`config.mk`:
```
export PLATFORM = sky130hd
export DESIGN_NAME = ecdsa_wr_arbiter_flat
export DESIGN_NICKNAME = d
export VERILOG_FILES = /design/src/rtl/ecdsa_wr_arbiter_if.sv /design/src/rtl/ecdsa_wr_arbiter.sv /design/src/flat_wrapper.sv
export SDC_FILE = /design/constraint.sdc
export NUM_CORES = 1
export LEC_CHECK = 0
export ABC_CLOCK_PERIOD_IN_PS = 3800
export BUFFER_PORTS_ARGS = -buffer_cell sky130_fd_sc_hd__buf_2
export CAP_MARGIN = 20
export CORE_AREA = 4 4 259 261
export DETAILED_ROUTE_END_ITERATION = 6
export DIE_AREA = 0 0 263 265
export GPL_TIMING_DRIVEN = 0
export SETUP_SLACK_MARGIN = 0.05
export SYNTH_ARGS = -nofsm -noshare
export SYNTH_HDL_FRONTEND = slang
export SYNTH_SLANG_ARGS = --single-unit
```
`constraint.sdc`:
```
create_clock -name clk -period 3.8 [get_ports clk]
set_input_delay 0.76 -clock clk [delete_from_list [all_inputs] [get_ports clk]]
set_output_delay 0.76 -clock clk [all_outputs]
set_load 0.02 [all_outputs]
```
`src/rtl/ecdsa_wr_arbiter_if.sv`:
```
// Requester-side and write-side stream bundle for the result-FIFO write arbiter.
// master = arbiter view, slave = requesters plus FIFO write port view.
interface ecdsa_wr_arbiter_if #(
   parameter int N_REQ = 4,
   parameter int WIDTH = 128
);
   localparam int ID_W = $clog2(N_REQ);

   logic [N_REQ*WIDTH-1:0] s_tdata;
   logic [N_REQ-1:0]       s_tvalid;
   logic [N_REQ-1:0]       s_tlast;
   logic [N_REQ-1:0]       s_tready;

   logic [WIDTH-1:0]       m_tdata;
   logic [ID_W-1:0]        m_tid;
   logic                   m_tlast;
   logic                   m_tvalid;
   logic                   m_tready;

   modport master (
      input  s_tdata, s_tvalid, s_tlast, m_tready,
      output s_tready, m_tdata, m_tid, m_tlast, m_tvalid
   );

   modport slave (
      output s_tdata, s_tvalid, s_tlast, m_tready,
      input  s_tready, m_tdata, m_tid, m_tlast, m_tvalid
   );
endinterface

```
`src/rtl/ecdsa_wr_arbiter.sv`:
```
// Round-robin packet-locked N:1 stream merge; grant 1 cycle after request, data accept->output 1 cycle.
// Backpressure: granted s_tready follows ~m_tvalid | m_tready; m_* hold while stalled; watchdog releases at MAX_BEATS.
module ecdsa_wr_arbiter #(
   parameter int N_REQ     = 4,
   parameter int WIDTH     = 128,
   parameter int MAX_BEATS = 16
) (
   input  logic                       clk,
   input  logic                       rst_n,
   ecdsa_wr_arbiter_if.master         bus,
   output logic                       grant_valid,
   output logic [$clog2(N_REQ)-1:0]   grant_id,
   output logic                       err_overrun
);
   localparam int ID_W  = $clog2(N_REQ);
   localparam int CNT_W = $clog2(MAX_BEATS) + 1;

   localparam logic [CNT_W-1:0] MAX_CNT = CNT_W'(MAX_BEATS);
   localparam logic [ID_W:0]    N_EXT   = (ID_W+1)'(N_REQ);
   localparam logic [ID_W-1:0]  LAST_ID = ID_W'(N_REQ - 1);

   typedef enum logic {IDLE, LOCKED} state_t;

   state_t           state;
   logic [ID_W-1:0]  ptr;
   logic [CNT_W-1:0] beat_cnt;

   logic             out_en;
   logic             accept;
   logic             sel_vld;
   logic             sel_last;
   logic [WIDTH-1:0] sel_dat;
   logic [CNT_W-1:0] cnt_next;
   logic [ID_W-1:0]  next_ptr;
   logic             win_found;
   logic [ID_W-1:0]  win_id;
   logic [ID_W:0]    rr_sum;

   assign out_en   = ~bus.m_tvalid | bus.m_tready;
   assign sel_vld  = bus.s_tvalid[grant_id];
   assign sel_last = bus.s_tlast[grant_id];
   assign sel_dat  = bus.s_tdata[int'(grant_id)*WIDTH +: WIDTH];
   assign accept   = (state == LOCKED) & sel_vld & out_en;
   assign cnt_next = beat_cnt + CNT_W'(1);
   assign next_ptr = (grant_id == LAST_ID) ? '0 : grant_id + ID_W'(1);

   always_comb begin
      bus.s_tready = '0;
      if (state == LOCKED) begin
         bus.s_tready[grant_id] = out_en;
      end
   end

   // Scan from ptr upward with wrap; first valid requester wins.
   always_comb begin
      win_found = 1'b0;
      win_id    = '0;
      rr_sum    = '0;
      for (int k = 0; k < N_REQ; k++) begin
         rr_sum = {1'b0, ptr} + (ID_W+1)'(k);
         if (rr_sum >= N_EXT) begin
            rr_sum = rr_sum - N_EXT;
         end
         if (!win_found && bus.s_tvalid[rr_sum[ID_W-1:0]]) begin
            win_found = 1'b1;
            win_id    = rr_sum[ID_W-1:0];
         end
      end
   end

   always_ff @(posedge clk or negedge rst_n) begin
      if (!rst_n) begin
         state        <= IDLE;
         ptr          <= '0;
         beat_cnt     <= '0;
         grant_valid  <= 1'b0;
         grant_id     <= '0;
         err_overrun  <= 1'b0;
         bus.m_tdata  <= '0;
         bus.m_tid    <= '0;
         bus.m_tlast  <= 1'b0;
         bus.m_tvalid <= 1'b0;
      end else begin
         err_overrun <= 1'b0;

         if (out_en) begin
            if (accept) begin
               bus.m_tdata  <= sel_dat;
               bus.m_tlast  <= sel_last;
               bus.m_tid    <= grant_id;
               bus.m_tvalid <= 1'b1;
            end else begin
               bus.m_tvalid <= 1'b0;
            end
         end

         case (state)
            IDLE: begin
               if (win_found) begin
                  state       <= LOCKED;
                  grant_valid <= 1'b1;
                  grant_id    <= win_id;
                  beat_cnt    <= '0;
               end
            end
            LOCKED: begin
               if (accept) begin
                  beat_cnt <= cnt_next;
                  // tlast takes precedence over the watchdog: no error on a legal last beat.
                  if (sel_last || (cnt_next == MAX_CNT)) begin
                     state       <= IDLE;
                     grant_valid <= 1'b0;
                     ptr         <= next_ptr;
                     err_overrun <= ~sel_last;
                  end
               end
            end
            default: state <= IDLE;
         endcase
      end
   end
endmodule
```
`src/flat_wrapper.sv`:
```
// flat-port wrapper written by rule: the top's interface ports become plain ports
module ecdsa_wr_arbiter_flat 
#(
   parameter int N_REQ     = 4,
   parameter int WIDTH     = 128,
   parameter int MAX_BEATS = 16
)
  (clk, rst_n, grant_valid, grant_id, err_overrun, bus_s_tdata, bus_s_tvalid, bus_s_tlast, bus_m_tready, bus_s_tready, bus_m_tdata, bus_m_tid, bus_m_tlast, bus_m_tvalid);
  ecdsa_wr_arbiter_if #(.N_REQ(N_REQ), .WIDTH(WIDTH)) bus_i ();
  input  logic clk;
  input  logic rst_n;
  output logic grant_valid;
  output logic [$clog2(N_REQ)-1:0] grant_id;
  output logic err_overrun;
  input wire logic [$bits(bus_i.s_tdata)-1:0] bus_s_tdata;
  input wire logic [$bits(bus_i.s_tvalid)-1:0] bus_s_tvalid;
  input wire logic [$bits(bus_i.s_tlast)-1:0] bus_s_tlast;
  input wire logic [$bits(bus_i.m_tready)-1:0] bus_m_tready;
  output wire logic [$bits(bus_i.s_tready)-1:0] bus_s_tready;
  output wire logic [$bits(bus_i.m_tdata)-1:0] bus_m_tdata;
  output wire logic [$bits(bus_i.m_tid)-1:0] bus_m_tid;
  output wire logic [$bits(bus_i.m_tlast)-1:0] bus_m_tlast;
  output wire logic [$bits(bus_i.m_tvalid)-1:0] bus_m_tvalid;
  assign bus_i.s_tdata = bus_s_tdata;
  assign bus_i.s_tvalid = bus_s_tvalid;
  assign bus_i.s_tlast = bus_s_tlast;
  assign bus_i.m_tready = bus_m_tready;
  assign bus_s_tready = bus_i.s_tready;
  assign bus_m_tdata = bus_i.m_tdata;
  assign bus_m_tid = bus_i.m_tid;
  assign bus_m_tlast = bus_i.m_tlast;
  assign bus_m_tvalid = bus_i.m_tvalid;
  ecdsa_wr_arbiter #(.N_REQ(N_REQ), .WIDTH(WIDTH), .MAX_BEATS(MAX_BEATS)) u_core (.clk(clk), .rst_n(rst_n), .bus(bus_i), .grant_valid(grant_valid), .grant_id(grant_id), .err_overrun(err_overrun));
endmodule
```
==> metrics.txt, run 1 <==
endpoints failing setup=0; total power density per cell area=830 nW/um2; predominant post-synthesis flop cell=dfrtp_1; syn_nets=approximately 1000; std cell rows=93; top cells by area, synth=dfrtp_1, mux4_2, mux2_2, buf_2, buf_6; reg2reg path depth=6; drt total wl=42.8 mm; synthesis-stage register bit count=~140; drt first pass iters=4; Synth Warn #=0; Via-to-Cell Ratio=just under 4; most frequent cell after synthesis=dfrtp_1; Max Cap Viol=0; Max Buffers Root-to-Sink=2; initial antenna violation count=14; RSZ-0062 raised after global routing=no; Syn Std Cell Area=8660 um2; Slew Viols, Final=0; DRC=0; Tcrit/Tclk final=roughly nine tenths; setup bufs post-CTS=0; IO buf count=approximately 660; nature of the critical path startpoint=flip-flop; worst setup margin=324 ps; Peak VDD IR=around 0.44 mV; leakage=about 6.3 nW; Post-synth ARST share=between 90% and 100%; switching part of the total=between 40% and 50%; Filler cells=6992; count of cell types in the netlist=33; Final Wtd Congestion=slightly below 1; Fmax=288 MHz; multi-input logic area=between 4000 and 5000 um2; Worst Setup End Kind=output port; top cell type's share of synthesized area=a little over two fifths; Layout area overhead=59.3%; sequential area share after synthesis=roughly two fifths; drt wl/cell=about 21 um; layout cells sized above 1=81.6%; Placed Area=roughly 13000 um2; die area=roughly 70000 um2; total CTS buffers=17; pin count of the biggest net entering global routing=between 80 and 90; Die Wd=~260 um; vias in the first global route=9038; status=finished clean; Setup Skew=between 8 and 9 ps; CTS tree=built; sequential cell area=3600 um2; Clock transition at path regs=about 60 ps; cell-internal power=6.72 mW; CTS root buf=clkbuf_16; initial drt markers=between 400 and 500; Resized cells post-CTS=2; HP Class=input port to async pin; Cell Count, Final, Fillers Out=2075; Hold Slack=between 200 and 300 ps; Pwr Total=around 11 mW; sw power=about 4.7 mW; syn_area_per_cell=approximately 17 um2; slew of the pin with the lowest slew margin=between 1000 and 1500 ps; Starting Density=between 10% and 20%; clock latency at the later pin of the worst-skew pair=about 470 ps; Cells after Synth=just over 500; WS Path Type=flip-flop to output port; min Tclk post-route=3480 ps; worst rel slew slack=about a fifth; global-route usage over all layers=a little under an eighth; Inst Count DP=approximately 2000; Post-synth EDFFs=0; first-pass GRT wire length=around 60 mm; final hold vios=0; post-route ant nets=0; cts-stage hold buffer count=0; CP Max Fanout=10; layout net count=1730; Place WS=about 310 ps; Clk pwr share=16.6%; die height=between 200 and 300 um; HPWL after detailed placement=about 36 mm; Design Area, Final=between 10000 and 15000 um2; worst path required time=3040 ps; Ports=663; CTS sink count=between 100 and 150; vias=a little over 8000; top cells by count, synth=dfrtp_1, mux4_2, mux2_2; leading area contributor after synthesis=dfrtp_1; worst endpoint data arrival time=2720 ps; H-tree levels=4; core area=64500 um2; total gr overflow=0; Gate power share=around three fifths; part of the power in registers=around 24%
==> routing by layer <==
layer | track usage, % | part of all wire (%) | vias up
met4 | 5.78 | 3.8 | 0
met2 | 20.4 | 50 | 539
met5 | 0 | 0 | -
met3 | 4.07 | 8.1 | 69
met1 | 12.9 | 38 | 4048
li1 | - | - | 3474
==> final timing paths <==
| path | start | endpoint | slack [ps] |
|---|---|---|---|
| setup reg to reg | u_core.grant_id[0]$_DFFE_PN0P_ | u_core.bus.m_tdata[120]$_DFFE_PN0P_ | 950 |
| hold reg to reg | u_core.bus.m_tid[0]$_DFFE_PN0P_ | u_core.bus.m_tid[0]$_DFFE_PN0P_ | 490 |
| min in group clk | u_core.bus.m_tid[0]$_DFFE_PN0P_ | u_core.bus.m_tid[0]$_DFFE_PN0P_ | 490 |
| hold / removal | rst_n | u_core.bus.m_tdata[78]$_DFFE_PN0P_ | 260 |
| max in group asynchronous | rst_n | u_core.bus.m_tdata[92]$_DFFE_PN0P_ | 2610 |
| setup / recovery | u_core.grant_id[0]$_DFFE_PN0P_ | bus_s_tready[0] | 320 |
==> cells by family (layout without fill, tap and decap cells) <==
| logic type | count (synthesis) | in the layout | share of synthesized area (%) |
|---|---|---|---|
| compound gates | 22 | 22 | 1.43 |
| xor+xnor | 2 | 2 | 0.202 |
| fa+ha+maj | 5 | 5 | 0.722 |
| buf+inv | 57 | 753 | 3.39 |
| flops | 144 | 144 | 41.6 |
| mux | 262 | 262 | 51.0 |
| other cells | 0 | 5 | 0 |
| simple gates | 27 | 27 | 1.62 |
==> through the flow <==
stage / TNS (ps) / util, %
after floorplan: 0 / -
after global placement: -44410 / 20.2
after detailed placement: 0 / 20.4
after CTS: 0 / 21.4
after global routing: 0 / 21.4
final: 0 / 21.4
==> power groups by stage <==
stage / clock network (mW) / logic (mW) / registers, mW
floorplan: 0 / 3.60 / 3.66
global placement: 0 / 6.76 / 2.77
detailed placement: 0 / 6.92 / 2.80
CTS: 2.03 / 6.93 / 2.78
global route: 2.06 / 7.24 / 2.87
finish: 1.90 / 6.77 / 2.78
==> layout make-up <==
class / count / share of cell area, %
antenna: 5 / 0.0907
buffer: 46 / 1.91
clock buffer: 18 / 3.18
clock inverter: 14 / 1.47
inverter: 10 / 0.272
multi-input combinational: 318 / 34.5
sequential: 144 / 26.1
tap: 855 / 7.75
timing repair buffer: 665 / 24.7
==> cell usage in the layout, fill, tap and decap left out, types with 2 or more instances in the layout <==
| cell | synthesis | routed |
|---|---|---|
| clkbuf_1 | 18 | 15 |
| clkbuf_16 | 0 | 17 |
| o21ai_1 | 2 | 2 |
| bufinv_16 | 0 | 4 |
| clkinvlp_4 | 0 | 3 |
| and3_1 | 4 | 4 |
| nand2_1 | 10 | 10 |
| o21ai_0 | 11 | 11 |
| clkbuf_8 | 0 | 2 |
| buf_2 | 22 | 683 |
| a21oi_1 | 3 | 3 |
| mux2_4 | 2 | 2 |
| ha_1 | 5 | 5 |
| dfrtp_1 | 144 | 144 |
| inv_6 | 0 | 4 |
| inv_1 | 10 | 10 |
| nor2_1 | 2 | 2 |
| diode_2 | 0 | 5 |
| buf_6 | 7 | 8 |
| nand3_1 | 3 | 3 |
| mux4_2 | 130 | 130 |
| buf_16 | 0 | 3 |
| mux2_2 | 129 | 129 |
==> flip-flops by register name, indices dropped and copies added (netlist names) <==
signal	count
u_core.ptr	2
u_core.bus.m_tdata	128
u_core.bus.m_tid	2
u_core.grant_valid	1
u_core.grant_id	2
u_core.beat_cnt	5
u_core.err_overrun	1
u_core.bus.m_tlast	1
u_core.bus.m_tvalid	1
u_core.state	1
==> worst max-delay path: stages, from the launching register on <==
cell and delay [ps]:
dfrtp_1 410, buf_2 400, buf_16 190, buf_2 490, inv_1 170, ha_1 230, and3_1 160, buf_2 160
No activity file was read; power rests on OpenSTA's default activity.
==> run 2, diff against run 1 <==
Settings changed: BUFFER_PORTS_ARGS -buffer_cell sky130_fd_sc_hd__buf_2 to -buffer_cell sky130_fd_sc_hd__clkbuf_2.
==> run 2 against run 1 <==
The flow now finishes with violations (DRC). First-iteration DRC count down 2.9%. Worst hold slack worse by 15 ps. Clock power about the same. Cell count down 0.14%. Routed wire length up 0.68%. Sequential power about the same. Final area about the same. Clock-buffer cell count up 4. Global-route usage up 0.17 points. Clock skew up 2.3 ps. Power about the same.
==> metrics.txt, run 2 (synthesized netlist as in run 1, its figures left out) <==
CTS sink count=~140; total gr overflow=0; worst endpoint data arrival time=2740 ps; Max Buffers Root-to-Sink=2; Setup TNS=0 ps; Via-to-Cell Ratio=around 3.9; status=finished, violations left; commonest non-fill, non-tap cell in the layout=clkbuf_2; setup bufs post-CTS=0; min Tclk post-route=~3500 ps; layout cells sized above 1=about four fifths; Max Cap Viol=0; Fmax=about 290 MHz; clock latency at the later pin of the worst-skew pair=about 470 ps; die area=approximately 70000 um2; Die Wd=roughly 260 um; first-pass GRT wire length=approximately 60 mm; vias=a little over 8000; DRC=4; reg2reg path depth=6; drt first pass iters=7; drt total wl=about 43 mm; Largest regs=u_core.bus.m_tdata x128, u_core.beat_cnt x5; Ports=663; Worst Setup End Kind=output port; worst rel slew slack=roughly 42%; post-route ant nets=0; final core occ=about a fifth; final hold vios=0; CTS tree=built; worst path required time=just over 3000 ps; global-route usage over all layers=between 10% and 20%; Reg with most FFs=u_core.bus.m_tdata; Slew Viols, Final=0; Largest register FFs=approximately 130; CP Max Fanout=10; vias in the first global route=approximately 9200; Final Wtd Congestion=between 0.9 and 1; pin count of the biggest net entering global routing=82; leakage=about 6.5 nW; HP Class=input port to async pin; initial drt markers=around 400; RSZ-0062 raised after global routing=no; slew of the pin with the lowest slew margin=864 ps; failing checks=DRC; Tcrit/Tclk final=a little over 90%; HPWL after detailed placement=36.8 mm; nature of the critical path startpoint=flip-flop; IO buf count=around 660; Peak VDD IR=~0.4 mV; CTS root buf=clkbuf_16; die height=roughly 270 um; Clock transition at path regs=70 ps; Design Area, Final=around 14000 um2; total power density per cell area=approximately 830 nW/um2; core area=64500 um2; std cell rows=between 90 and 100; initial antenna violation count=7; Starting Density=a little over an eighth; total CTS buffers=17; drt wl/cell=between 20 and 25 um; H-tree levels=4; Placed Area=roughly 13000 um2; layout net count=approximately 1700; Layout area overhead=59.2%; cts-stage hold buffer count=0; most frequent cells in the layout=clkbuf_2, dfrtp_1, mux4_2; endpoints failing setup=0; Setup Skew=between 10 and 15 ps; WS Path Type=flip-flop to output port
[run 2: cell types whose count changed in the layout (fill, tap and decap cells not counted)]
cell and delta:
clkbuf_8 +4, inv_8 -1, buf_8 +1, diode_2 -4
clkinv_2 -1, clkbuf_1 +1, clkbuf_2 +661, bufinv_16 -1
buf_2 -661, buf_6 -1, inv_6 -1
[run 2: worst max-delay path, cell delays in order (launching register included)]
cell	delay, ps
dfrtp_1	400
buf_2	420
buf_16	200
buf_2	490
inv_1	170
ha_1	240
and3_1	160
clkbuf_2	150
[run 2: layout make-up]
| type | count | area [um2] |
|---|---|---|
| inverter | 10 | 37.5 |
| buffer | 46 | 264 |
| timing repair buffer | 666 | 3420 |
| tap | 855 | 1070 |
| fill | 6997 | 50700 |
| antenna | 1 | 2.50 |
| clock buffer | 22 | 484 |
| sequential | 144 | 3600 |
| clock inverter | 10 | 148 |
| multi-input combinational | 318 | 4760 |
[run 2: routing by layer]
| layer | track usage (%) | routed length [um] | up-vias |
|---|---|---|---|
| met3 | 3.85 | 3370 | 55 |
| met4 | 4.44 | 1300 | 2 |
| li1 | - | - | 3472 |
| met2 | 21.1 | 22100 | 522 |
| met5 | 0 | 13 | - |
| met1 | 13.5 | 16300 | 4066 |
[run 2: power by group]
group	internal [mW]	switching, mW	total [mW]
combinational	3.23	3.53	6.76
sequential	2.35	0.458	2.81
clock	1.11	0.760	1.87
[run 2: timing repair]
| action | in CTS | in global routing |
|---|---|---|
| setup endpoints to repair | 3 | 0 |
| resized for setup | 3 | 0 |
| hold endpoints to repair | 0 | 0 |
[run 2: final timing paths]
check / slack [ps] / startpoint / end
max: 300 / u_core.grant_id[0]$_DFFE_PN0P_ / bus_s_tready[0]
min: 250 / rst_n / u_core.bus.m_tdata[81]$_DFFE_PN0P_
min reg2reg: 490 / u_core.bus.m_tid[1]$_DFFE_PN0P_ / u_core.bus.m_tid[1]$_DFFE_PN0P_
max reg2reg: 1000 / u_core.grant_id[0]$_DFFE_PN0P_ / u_core.bus.m_tdata[116]$_DFFE_PN0P_
min in group clk: 490 / u_core.bus.m_tid[1]$_DFFE_PN0P_ / u_core.bus.m_tid[1]$_DFFE_PN0P_
max in group asynchronous: 2660 / rst_n / u_core.bus.m_tdata[85]$_DFFE_PN0P_
[run 2: per-stage QoR]
| stage | hold slack (ps) | cells | power (mW) | worst slack (ps) |
|---|---|---|---|---|
| finish | 246 | 2072 | 11.4 | 295 |
| global route | 255 | 2071 | 12.2 | 54.7 |
| CTS | 228 | 2070 | 11.7 | 145 |
| detailed placement | 477 | 2039 | 9.74 | 302 |
| global placement | 473 | 2036 | 9.55 | -788 |
| floorplan | 450 | 519 | 7.26 | 1220 |
